[src/rtl/net_pkt_gen_pkg.sv]
// Shared types, constants and helpers for the packet generator and its
// receive-side companions.
package net_pkg;

  localparam int NET_DATA_W  = 512;
  localparam int NET_BYTES   = NET_DATA_W / 8;
  localparam int NET_LEN_W   = 16;
  localparam int HDR_DST_LSB = 176;
  localparam int HDR_SEQ_LSB = 0;

  typedef struct packed {
    logic                  last;
    logic [NET_DATA_W-1:0] data;
    logic [NET_BYTES-1:0]  keep;
  } net_beat_t;

  typedef enum logic {
    IDLE = 1'b0,
    SEND = 1'b1
  } net_state_t;

  // One extra bit so that a 0xFFFF-byte packet does not wrap the beat count.
  function automatic logic [NET_LEN_W:0] nbeats(input logic [NET_LEN_W-1:0] len);
    return ({1'b0, len} + (NET_LEN_W + 1)'(63)) >> 6;
  endfunction

endpackage

[src/rtl/net_pkt_gen_if.sv]
// Command and beat-stream handshake bundle between the packet generator
// and whatever drives/consumes it.
interface net_pkt_gen_if #(
  parameter int DATA_W = 512,
  parameter int LEN_W  = 16,
  parameter int DST_W  = 16
);

  logic                  io_cmd_valid;
  logic                  io_cmd_ready;
  logic [DST_W-1:0]      io_cmd_bits_dst;
  logic [LEN_W-1:0]      io_cmd_bits_len;

  logic                  io_out_valid;
  logic                  io_out_ready;
  logic                  io_out_bits_last;
  logic [DATA_W-1:0]     io_out_bits_data;
  logic [DATA_W/8-1:0]   io_out_bits_keep;

  modport master (
    input  io_cmd_valid, io_cmd_bits_dst, io_cmd_bits_len, io_out_ready,
    output io_cmd_ready, io_out_valid, io_out_bits_last, io_out_bits_data,
           io_out_bits_keep
  );

  modport slave (
    output io_cmd_valid, io_cmd_bits_dst, io_cmd_bits_len, io_out_ready,
    input  io_cmd_ready, io_out_valid, io_out_bits_last, io_out_bits_data,
           io_out_bits_keep
  );

endinterface

[src/rtl/net_keep_gen.sv]
// Tail byte-enable mask: remM1 = (bytes in final beat) - 1, low remM1+1
// bits of keep are set.
module net_keep_gen
  import net_pkg::*;
(
  input  logic [5:0]           remM1,
  output logic [NET_BYTES-1:0] keep
);

  always_comb begin
    keep = '0;
    for (int i = 0; i < NET_BYTES; i++) begin
      keep[i] = (6'(i) <= remM1);
    end
  end

endmodule

[src/rtl/net_pkt_gen.sv]
// Descriptor-driven packet source: header beat then pattern payload beats,
// with a registered output stage that holds steady under backpressure.
module net_pkt_gen
  import net_pkg::*;
#(
  parameter int DATA_W = NET_DATA_W,
  parameter int LEN_W  = NET_LEN_W,
  parameter int DST_W  = 16
) (
  input  logic          clock,
  input  logic          reset,
  net_pkt_gen_if.master bus,
  output logic          io_busy,
  output logic [31:0]   io_pkt_count,
  output logic          io_err
);

  localparam int IDX_W = LEN_W - 6 + 1;

  net_state_t           state, stateNxt;
  logic [31:0]          seq, pktCount, seqNew;
  logic [DST_W-1:0]     dstQ;
  logic [LEN_W:0]       nBeatsQ;
  logic [5:0]           remM1Q, remSel;
  logic [IDX_W-1:0]     beatIdx, beatIdxNxt;
  logic [NET_BYTES-1:0] tailKeep;
  net_beat_t            beat_p1, beatNxt;
  logic                 vld_p1, vldNxt, err_p1;
  logic                 fire, lastFire, cmdReady, cmdFire, loadCmd, zeroCmd;

  function automatic net_beat_t buildBeat(
    input logic [DST_W-1:0]     dst,
    input logic [31:0]          seqV,
    input logic [IDX_W-1:0]     idx,
    input logic [LEN_W:0]       nb,
    input logic [NET_BYTES-1:0] tail
  );
    net_beat_t b;
    b.last = ({{(LEN_W + 1 - IDX_W){1'b0}}, idx} == nb - (LEN_W + 1)'(1));
    b.keep = b.last ? tail : '1;
    b.data = '0;
    if (idx == '0) begin
      b.data[HDR_DST_LSB +: DST_W] = dst;
      b.data[HDR_SEQ_LSB +: 32]    = seqV;
    end else begin
      b.data = {16{seqV[15:0], 16'(idx)}};
    end
    return b;
  endfunction

  always_comb begin
    fire     = vld_p1 && bus.io_out_ready;
    lastFire = fire && beat_p1.last;
    cmdReady = (state == IDLE) || lastFire;
    cmdFire  = bus.io_cmd_valid && cmdReady;
    loadCmd  = cmdFire && (bus.io_cmd_bits_len != '0);
    zeroCmd  = cmdFire && (bus.io_cmd_bits_len == '0);
    // A packet queued behind a completing one already carries the bumped seq.
    seqNew   = lastFire ? seq + 32'd1 : seq;
    remSel   = loadCmd ? bus.io_cmd_bits_len[5:0] - 6'd1 : remM1Q;
  end

  net_keep_gen u_keep (
    .remM1 (remSel),
    .keep  (tailKeep)
  );

  always_comb begin
    stateNxt   = state;
    vldNxt     = vld_p1;
    beatNxt    = beat_p1;
    beatIdxNxt = beatIdx;
    case (state)
      IDLE: if (loadCmd) stateNxt = SEND;
      SEND: if (lastFire) stateNxt = loadCmd ? SEND : IDLE;
    endcase
    if (loadCmd) begin
      vldNxt     = 1'b1;
      beatIdxNxt = '0;
      beatNxt    = buildBeat(bus.io_cmd_bits_dst, seqNew, '0,
                             nbeats(bus.io_cmd_bits_len), tailKeep);
    end else if (lastFire) begin
      vldNxt       = 1'b0;
      beatNxt.last = 1'b0;
    end else if (fire) begin
      beatIdxNxt = beatIdx + IDX_W'(1);
      beatNxt    = buildBeat(dstQ, seq, beatIdx + IDX_W'(1), nBeatsQ, tailKeep);
    end
  end

  // Stage p1: registered beat and control
  always_ff @(posedge clock) begin
    if (reset) begin
      state    <= IDLE;
      vld_p1   <= 1'b0;
      beat_p1  <= '0;
      beatIdx  <= '0;
      seq      <= '0;
      pktCount <= '0;
      err_p1   <= 1'b0;
    end else begin
      state    <= stateNxt;
      vld_p1   <= vldNxt;
      beat_p1  <= beatNxt;
      beatIdx  <= beatIdxNxt;
      err_p1   <= zeroCmd;
      if (lastFire) begin
        seq      <= seq + 32'd1;
        pktCount <= pktCount + 32'd1;
      end
    end
  end

  always_ff @(posedge clock) begin
    if (loadCmd) begin
      dstQ    <= bus.io_cmd_bits_dst;
      nBeatsQ <= nbeats(bus.io_cmd_bits_len);
      remM1Q  <= bus.io_cmd_bits_len[5:0] - 6'd1;
    end
  end

  assign bus.io_cmd_ready     = cmdReady;
  assign bus.io_out_valid     = vld_p1;
  assign bus.io_out_bits_last = beat_p1.last;
  assign bus.io_out_bits_data = DATA_W'(beat_p1.data);
  assign bus.io_out_bits_keep = beat_p1.keep;
  assign io_busy              = (state == SEND);
  assign io_pkt_count         = pktCount;
  assign io_err               = err_p1;

endmodule

[src/flat_wrapper.sv]
// flat-port wrapper written by rule: the top's interface ports become plain ports
module net_pkt_gen_flat import net_pkg::*;
#(
  parameter int DATA_W = NET_DATA_W,
  parameter int LEN_W  = NET_LEN_W,
  parameter int DST_W  = 16
)
  (clock, reset, io_busy, io_pkt_count, io_err, bus_io_cmd_valid, bus_io_cmd_bits_dst, bus_io_cmd_bits_len, bus_io_out_ready, bus_io_cmd_ready, bus_io_out_valid, bus_io_out_bits_last, bus_io_out_bits_data, bus_io_out_bits_keep);
  net_pkt_gen_if #(.DATA_W(DATA_W), .LEN_W(LEN_W), .DST_W(DST_W)) bus_i ();
  input  logic clock;
  input  logic reset;
  output logic io_busy;
  output logic [31:0] io_pkt_count;
  output logic io_err;
  input wire logic [$bits(bus_i.io_cmd_valid)-1:0] bus_io_cmd_valid;
  input wire logic [$bits(bus_i.io_cmd_bits_dst)-1:0] bus_io_cmd_bits_dst;
  input wire logic [$bits(bus_i.io_cmd_bits_len)-1:0] bus_io_cmd_bits_len;
  input wire logic [$bits(bus_i.io_out_ready)-1:0] bus_io_out_ready;
  output wire logic [$bits(bus_i.io_cmd_ready)-1:0] bus_io_cmd_ready;
  output wire logic [$bits(bus_i.io_out_valid)-1:0] bus_io_out_valid;
  output wire logic [$bits(bus_i.io_out_bits_last)-1:0] bus_io_out_bits_last;
  output wire logic [$bits(bus_i.io_out_bits_data)-1:0] bus_io_out_bits_data;
  output wire logic [$bits(bus_i.io_out_bits_keep)-1:0] bus_io_out_bits_keep;
  assign bus_i.io_cmd_valid = bus_io_cmd_valid;
  assign bus_i.io_cmd_bits_dst = bus_io_cmd_bits_dst;
  assign bus_i.io_cmd_bits_len = bus_io_cmd_bits_len;
  assign bus_i.io_out_ready = bus_io_out_ready;
  assign bus_io_cmd_ready = bus_i.io_cmd_ready;
  assign bus_io_out_valid = bus_i.io_out_valid;
  assign bus_io_out_bits_last = bus_i.io_out_bits_last;
  assign bus_io_out_bits_data = bus_i.io_out_bits_data;
  assign bus_io_out_bits_keep = bus_i.io_out_bits_keep;
  net_pkt_gen #(.DATA_W(DATA_W), .LEN_W(LEN_W), .DST_W(DST_W)) u_core (.clock(clock), .reset(reset), .bus(bus_i), .io_busy(io_busy), .io_pkt_count(io_pkt_count), .io_err(io_err));
endmodule
[config.mk]
export PLATFORM = sky130hd
export DESIGN_NAME = net_pkt_gen_flat
export DESIGN_NICKNAME = d
export VERILOG_FILES = /design/src/rtl/net_pkt_gen_pkg.sv /design/src/rtl/net_pkt_gen_if.sv /design/src/rtl/net_keep_gen.sv /design/src/rtl/net_pkt_gen.sv /design/src/flat_wrapper.sv
export SDC_FILE = /design/constraint.sdc
export NUM_CORES = 1
export LEC_CHECK = 0
export CORE_AREA = 2 2 252 254
export CTS_BUF_LIST = sky130_fd_sc_hd__clkbuf_8 sky130_fd_sc_hd__clkbuf_16
export CTS_CLUSTER_SIZE = 12
export DETAILED_ROUTE_END_ITERATION = 7
export DIE_AREA = 0 0 254 256
export PLACE_DENSITY = 0.58
export SETUP_SLACK_MARGIN = 0.02
export SLEW_MARGIN = 20
export SYNTH_ARGS = -nofsm -noshare
export SYNTH_HDL_FRONTEND = slang
export SYNTH_SLANG_ARGS = --single-unit
[constraint.sdc]
create_clock -name clock -period 9.21 [get_ports clock]
set_input_delay 2.3025 -clock clock [delete_from_list [all_inputs] [get_ports clock]]
set_output_delay 2.3025 -clock clock [all_outputs]
set_load 0.1 [all_outputs]
* Yosys cells after proc, flatten, opt, wreduce, memory -nomap -nowiden
Cells that the tools add are included.
** Operators by class
- $add $sub $neg :: 7
- $lt $le $gt $ge :: 64
- Equal/unequal tests :: 2
- Multiplexer cells :: 17
- Bitwise logic cells :: 2
- Reduce and logical (&&, ||, !) cells :: 16
** Operators with widths (number)
- 2-to-1 mux 577 bit :: 2
- 2-to-1 mux 576 bit :: 1
- 2-to-1 mux 320 bit :: 1
- <= comparator 6 bit, first input constant :: 32
- 2-to-1 mux 139 bit :: 1
- 2-to-1 mux 64 bit :: 2
- <= comparator 5 x 6 -> 1 bit, first input constant :: 16
- adder 32 x 1 -> 32 bit, second input constant :: 2
- 2-to-1 mux 32 bit :: 2
- <= comparator 4 x 6 -> 1 bit, first input constant :: 8
- <= comparator 3 x 6 -> 1 bit, first input constant :: 4
- subtractor 11 x 1 -> 12 bit, second input constant :: 2
- adder 16 x 6 -> 17 bit, second input constant :: 1
- == test 11 x 17 -> 1 bit :: 1
- logical NOT 17 bit :: 1
- logical NOT 16 bit :: 1
- 2-to-1 mux 16 bit :: 1
- nonzero test 16 bit :: 1
- <= comparator 1 x 6 -> 1 bit, first input constant :: 2
- <= comparator 2 x 6 -> 1 bit, first input constant :: 2
- adder 11 x 1 -> 11 bit, second input constant :: 1
- logical NOT 11 bit :: 1
- 2-to-1 mux 6 bit :: 1
- subtractor 6 x 1 -> 6 bit, second input constant :: 1
- other kinds (10) :: 21
** Storage, ports and cells
- Register bits after elaboration :: 688
- Input bits :: 36
- Output and inout bits :: 613
- Word-level logic and storage cells :: 121

* Logic depth before layout (Yosys ltp)
- Depth in word-level cells :: 11
- Depth in mapped cells :: 13
- Gate-level depth less buffers :: 11

* Modules after synthesis
A second synthesis with hierarchy kept.
** Unflattened totals
- Cells, all modules :: 1775
- Area total of the unflattened synthesis :: 14980.6 um2
** Modules (own cells, without submodules)
- net_pkt_gen :: times used 1, cells each 1669, area an instance 14391.3 um2, seq. area each 5295.1 um2
- net_keep_gen :: times used 1, cells each 106, area an instance 589.3 um2, seq. area each 0.0 um2

* Worst setup path before layout
OpenSTA, ideal clock, no wires.
- Kind :: input -> output
- Start point :: in bus_io_out_ready
- End point :: out bus_io_cmd_ready
- Arrival :: 3.187 ns
- Required time :: 6.908 ns
- Setup slack :: 3.720 ns
- Cell stages on the path :: 2
- Path buffers :: 0
- Cell sequence :: nand3_1 > nand2_1
** Between the ends
- Word-level cells in the longest chain between the ends :: 3
** Ends and longest elaborated chain
- start, declared :: line flat_wrapper.sv:18 : input wire logic [$bits(bus_i.io_out_ready)-1:0] bus_io_out_ready;
- logical AND 1 bit :: line net_pkt_gen.sv:52 : fire = vld_p1 && bus.io_out_ready;
- logical AND 1 bit :: line net_pkt_gen.sv:53 : lastFire = fire && beat_p1.last;
- logical OR 1 bit :: line net_pkt_gen.sv:54 : cmdReady = (state == IDLE) || lastFire;
- end, declared :: line flat_wrapper.sv:19 : output wire logic [$bits(bus_i.io_cmd_ready)-1:0] bus_io_cmd_ready;
Every way passes these cells.

* Final worst setup path
Ends and elaborated chain as after synthesis.

==> results_dict.tcl <==
set metrics [dict create \
    p_leak_nw 6.75 \
    gp_congestion 0.827 \
    wl_per_cell_um 18.6 \
    slowest_delay_ns 1.16 \
    diodes 0 \
    synth.yosys.seq_area_share_pct 36.1 \
    core_um2 62400 \
    worstSetupEndpointType "primary output" \
    synth_edf_count 27 \
    reg2reg_depth 8 \
    dieHeight_um 256 \
    grt_pass1_wl_um 76500 \
    synthArstFlopShare_pct 0 \
    finalCriticalPeriod_ns 6.63 \
    fin_tns_setup_ns 0 \
    grtUsageTotal_pct 15.3 \
    grt_pass1_vias 11837 \
    ir_worst_vdd_v 0.000134 \
    holdWs_ns 0.492 \
    grt.overflow.total 0 \
    synth-seq-cells 251 \
    path_cells "clkdlybuf4s50_1 -> nand3_1 -> nand2_1 -> clkdlybuf4s50_1" \
    fin_area_um2 19400 \
    antenna_found_initial 1 \
    nets 1984 \
    rows 92 \
    whs_path_depth 2 \
    die_area_um2 65000 \
    cts_buffer_depth 3 \
    clock_latency_ns 0.54 \
    fmax_mhz 151 \
    h-tree-depth 2 \
    io_buffer_count 573 \
    slew_violations 0 \
    start_util_pct 23.5 \
    clock_skew_ns 0.0172 \
    final_antenna_net_count 0 \
    hold_violations 0 \
    route.vias.total 12296 \
    area_delta_synth_final_pct 32.4 \
    rsz0062_at_grt "false" \
    yosys.area.top_type "dfxtp_1" \
    cts_buffers 34 \
    ctsRootBufferMaster "clkbuf_16" \
    synth_common_cells "buf_4 (438), dfxtp_1 (224), nor2_1 (177)" \
    place_area_um2 18200 \
    status "completed" \
    fill_cells 6542 \
    critical_path_arrival_ns 4.33 \
    routed_wirelength_um 52300 \
    synthFlopType "dfxtp_1" \
    cts_tree "built" \
    hpwlAfterDp_um 38000 \
    powerDensity_nw_per_um2 189 \
    avgSynthCellArea_um2 8.27 \
    min_path_type "register to register" \
    syn_area_um2 14700 \
    ioPinCount 649 \
    max_cap_viol_count 0 \
    clk_pin_slew_worst_paths_ns 0.06 \
    fp.dieW_um 254 \
    worst_pin_slew_ns 1.16 \
    maxSlewHeadroom_pct 22.4 \
    path_class "primary input to primary output" \
    drtIter0Drc 536 \
    clkSinkCount 251 \
    hold_buffers 0 \
    yosys_warnings 0 \
    crit_top_cell "clkdlybuf4s50_1" \
    synth_area_leaders "dfxtp_1 (31%), buf_4 (22%), edfxtp_1 (5.5%)" \
    synth_top_area_share_pct 30.6 \
    grt_max_degree 95 \
    critPathMaxFanout 5 \
    critPathRequiredTime_ns 6.91 \
    cp_slowest_cell "clkdlybuf4s50_1" \
    crit_path_start_kind "primary input" \
    yosysMostFrequentCell "buf_4" \
    period_share_pct 72.0 \
    netlist-cell-type-count 64 \
    cts_resized 0 \
    dr.pass1.iters 5 \
    finalSetupViolCount 0 \
    r2r_slack_ns 5.48 \
    routed_via_density 4.37 \
    drive_above_1_share_pct 5.03 \
    drc 0 \
    postCtsSetupBuffers 0 \
    syn_inst 1774 \
]
==> cells by family (layout without fill, tap and decap cells) <==
| logic type | Yosys count | in the layout | share of synthesized area [%] |
|---|---|---|---|
| compound gates | 350 | 350 | 15.1 |
| xor+xnor | 106 | 106 | 6.33 |
| fa+ha+maj | 6 | 6 | 0.511 |
| buf+inv | 549 | 668 | 25.5 |
| flops | 251 | 251 | 36.1 |
| mux | 8 | 8 | 0.648 |
| other cells | 1 | 75 | 0.0255 |
| simple gates | 503 | 503 | 15.8 |
==> worst max-delay path, delay by kind of cell <==
family	cells	cell delay, ns
buf+inv	2	1.66
simple gates	2	0.37
==> layout by cell type, fill, tap and decap left out, types with 22 or more instances in the layout <==
cell type	instances
clkdlybuf4s50_1	569
dfxtp_1	224
nor2_1	175
nand2_1	136
o21ai_0	86
a21oi_1	86
a211oi_1	83
conb_1	75
xor2_1	57
xnor2_1	49
nand3_1	40
clkbuf_16	36
nor3_1	30
edfxtp_1	27
nand4_1	22
==> sequential cells by signal (all words and copies together), names as in the netlist <==
| name | count |
|---|---|
| u_core.bus.io_out_bits_data | 75 |
| u_core.bus.io_out_bits_last | 1 |
| u_core.bus.io_out_bits_keep | 64 |
| u_core.io_err | 1 |
| u_core.seq | 32 |
| u_core.bus.io_out_valid | 1 |
| u_core.io_busy | 1 |
| u_core.nBeatsQ | 11 |
| u_core.io_pkt_count | 32 |
| u_core.dstQ | 16 |
| u_core.remM1Q | 6 |
| u_core.beatIdx | 11 |
==> per-layer routing <==
layer  track usage (%)  wire (µm)  vias to the layer above
met5                 0         13                        -
met4              4.61       1420                        2
met3              4.61       4230                       71
met2              26.0      25200                      471
met1              18.6      21500                     5872
li1                  -          -                     5880
==> path summary, 6_finish.rpt <==
check | start | endpoint
max reg2reg | u_core.beatIdx[0] | u_core.bus.io_out_bits_keep[10]
min reg2reg | u_core.bus.io_out_bits_keep[0] | u_core.bus.io_out_bits_keep[0]
max | bus_io_out_ready | bus_io_cmd_ready
min | u_core.bus.io_out_bits_keep[0] | u_core.bus.io_out_bits_keep[0]
==> power breakdown <==
part	total (mW)	switching [mW]	internal, mW
registers	1.21	0.0484	1.16
logic	1.02	0.828	0.192
clock network	1.44	0.533	0.907
total	3.67	1.41	2.26
==> cell type report <==
class,instances,area [µm²],share of cell area [%]
Sequential cell,251,5300,27.3
Clock inverter,18,226,1.17
Multi-Input combinational cell,1048,5940,30.6
Tap cell,846,1060,5.45
Timing Repair Buffer,588,5840,30.0
Inverter,19,71.3,0.367
Clock buffer,43,997,5.13
==> metrics by stage <==
step                      setup WS (ns)  std cells  power, mW  util (%)
after global routing               2.49       2813       3.80      31.1
after detailed placement           2.58       2752       2.25      29.2
after floorplan                    3.72       1848       2.07         -
after CTS                          2.57       2813       3.72      31.1
after global placement             2.60       2752       2.25      29.2
final                              2.58       2813       3.67      31.1
Power figures use the tool's default switching activity.
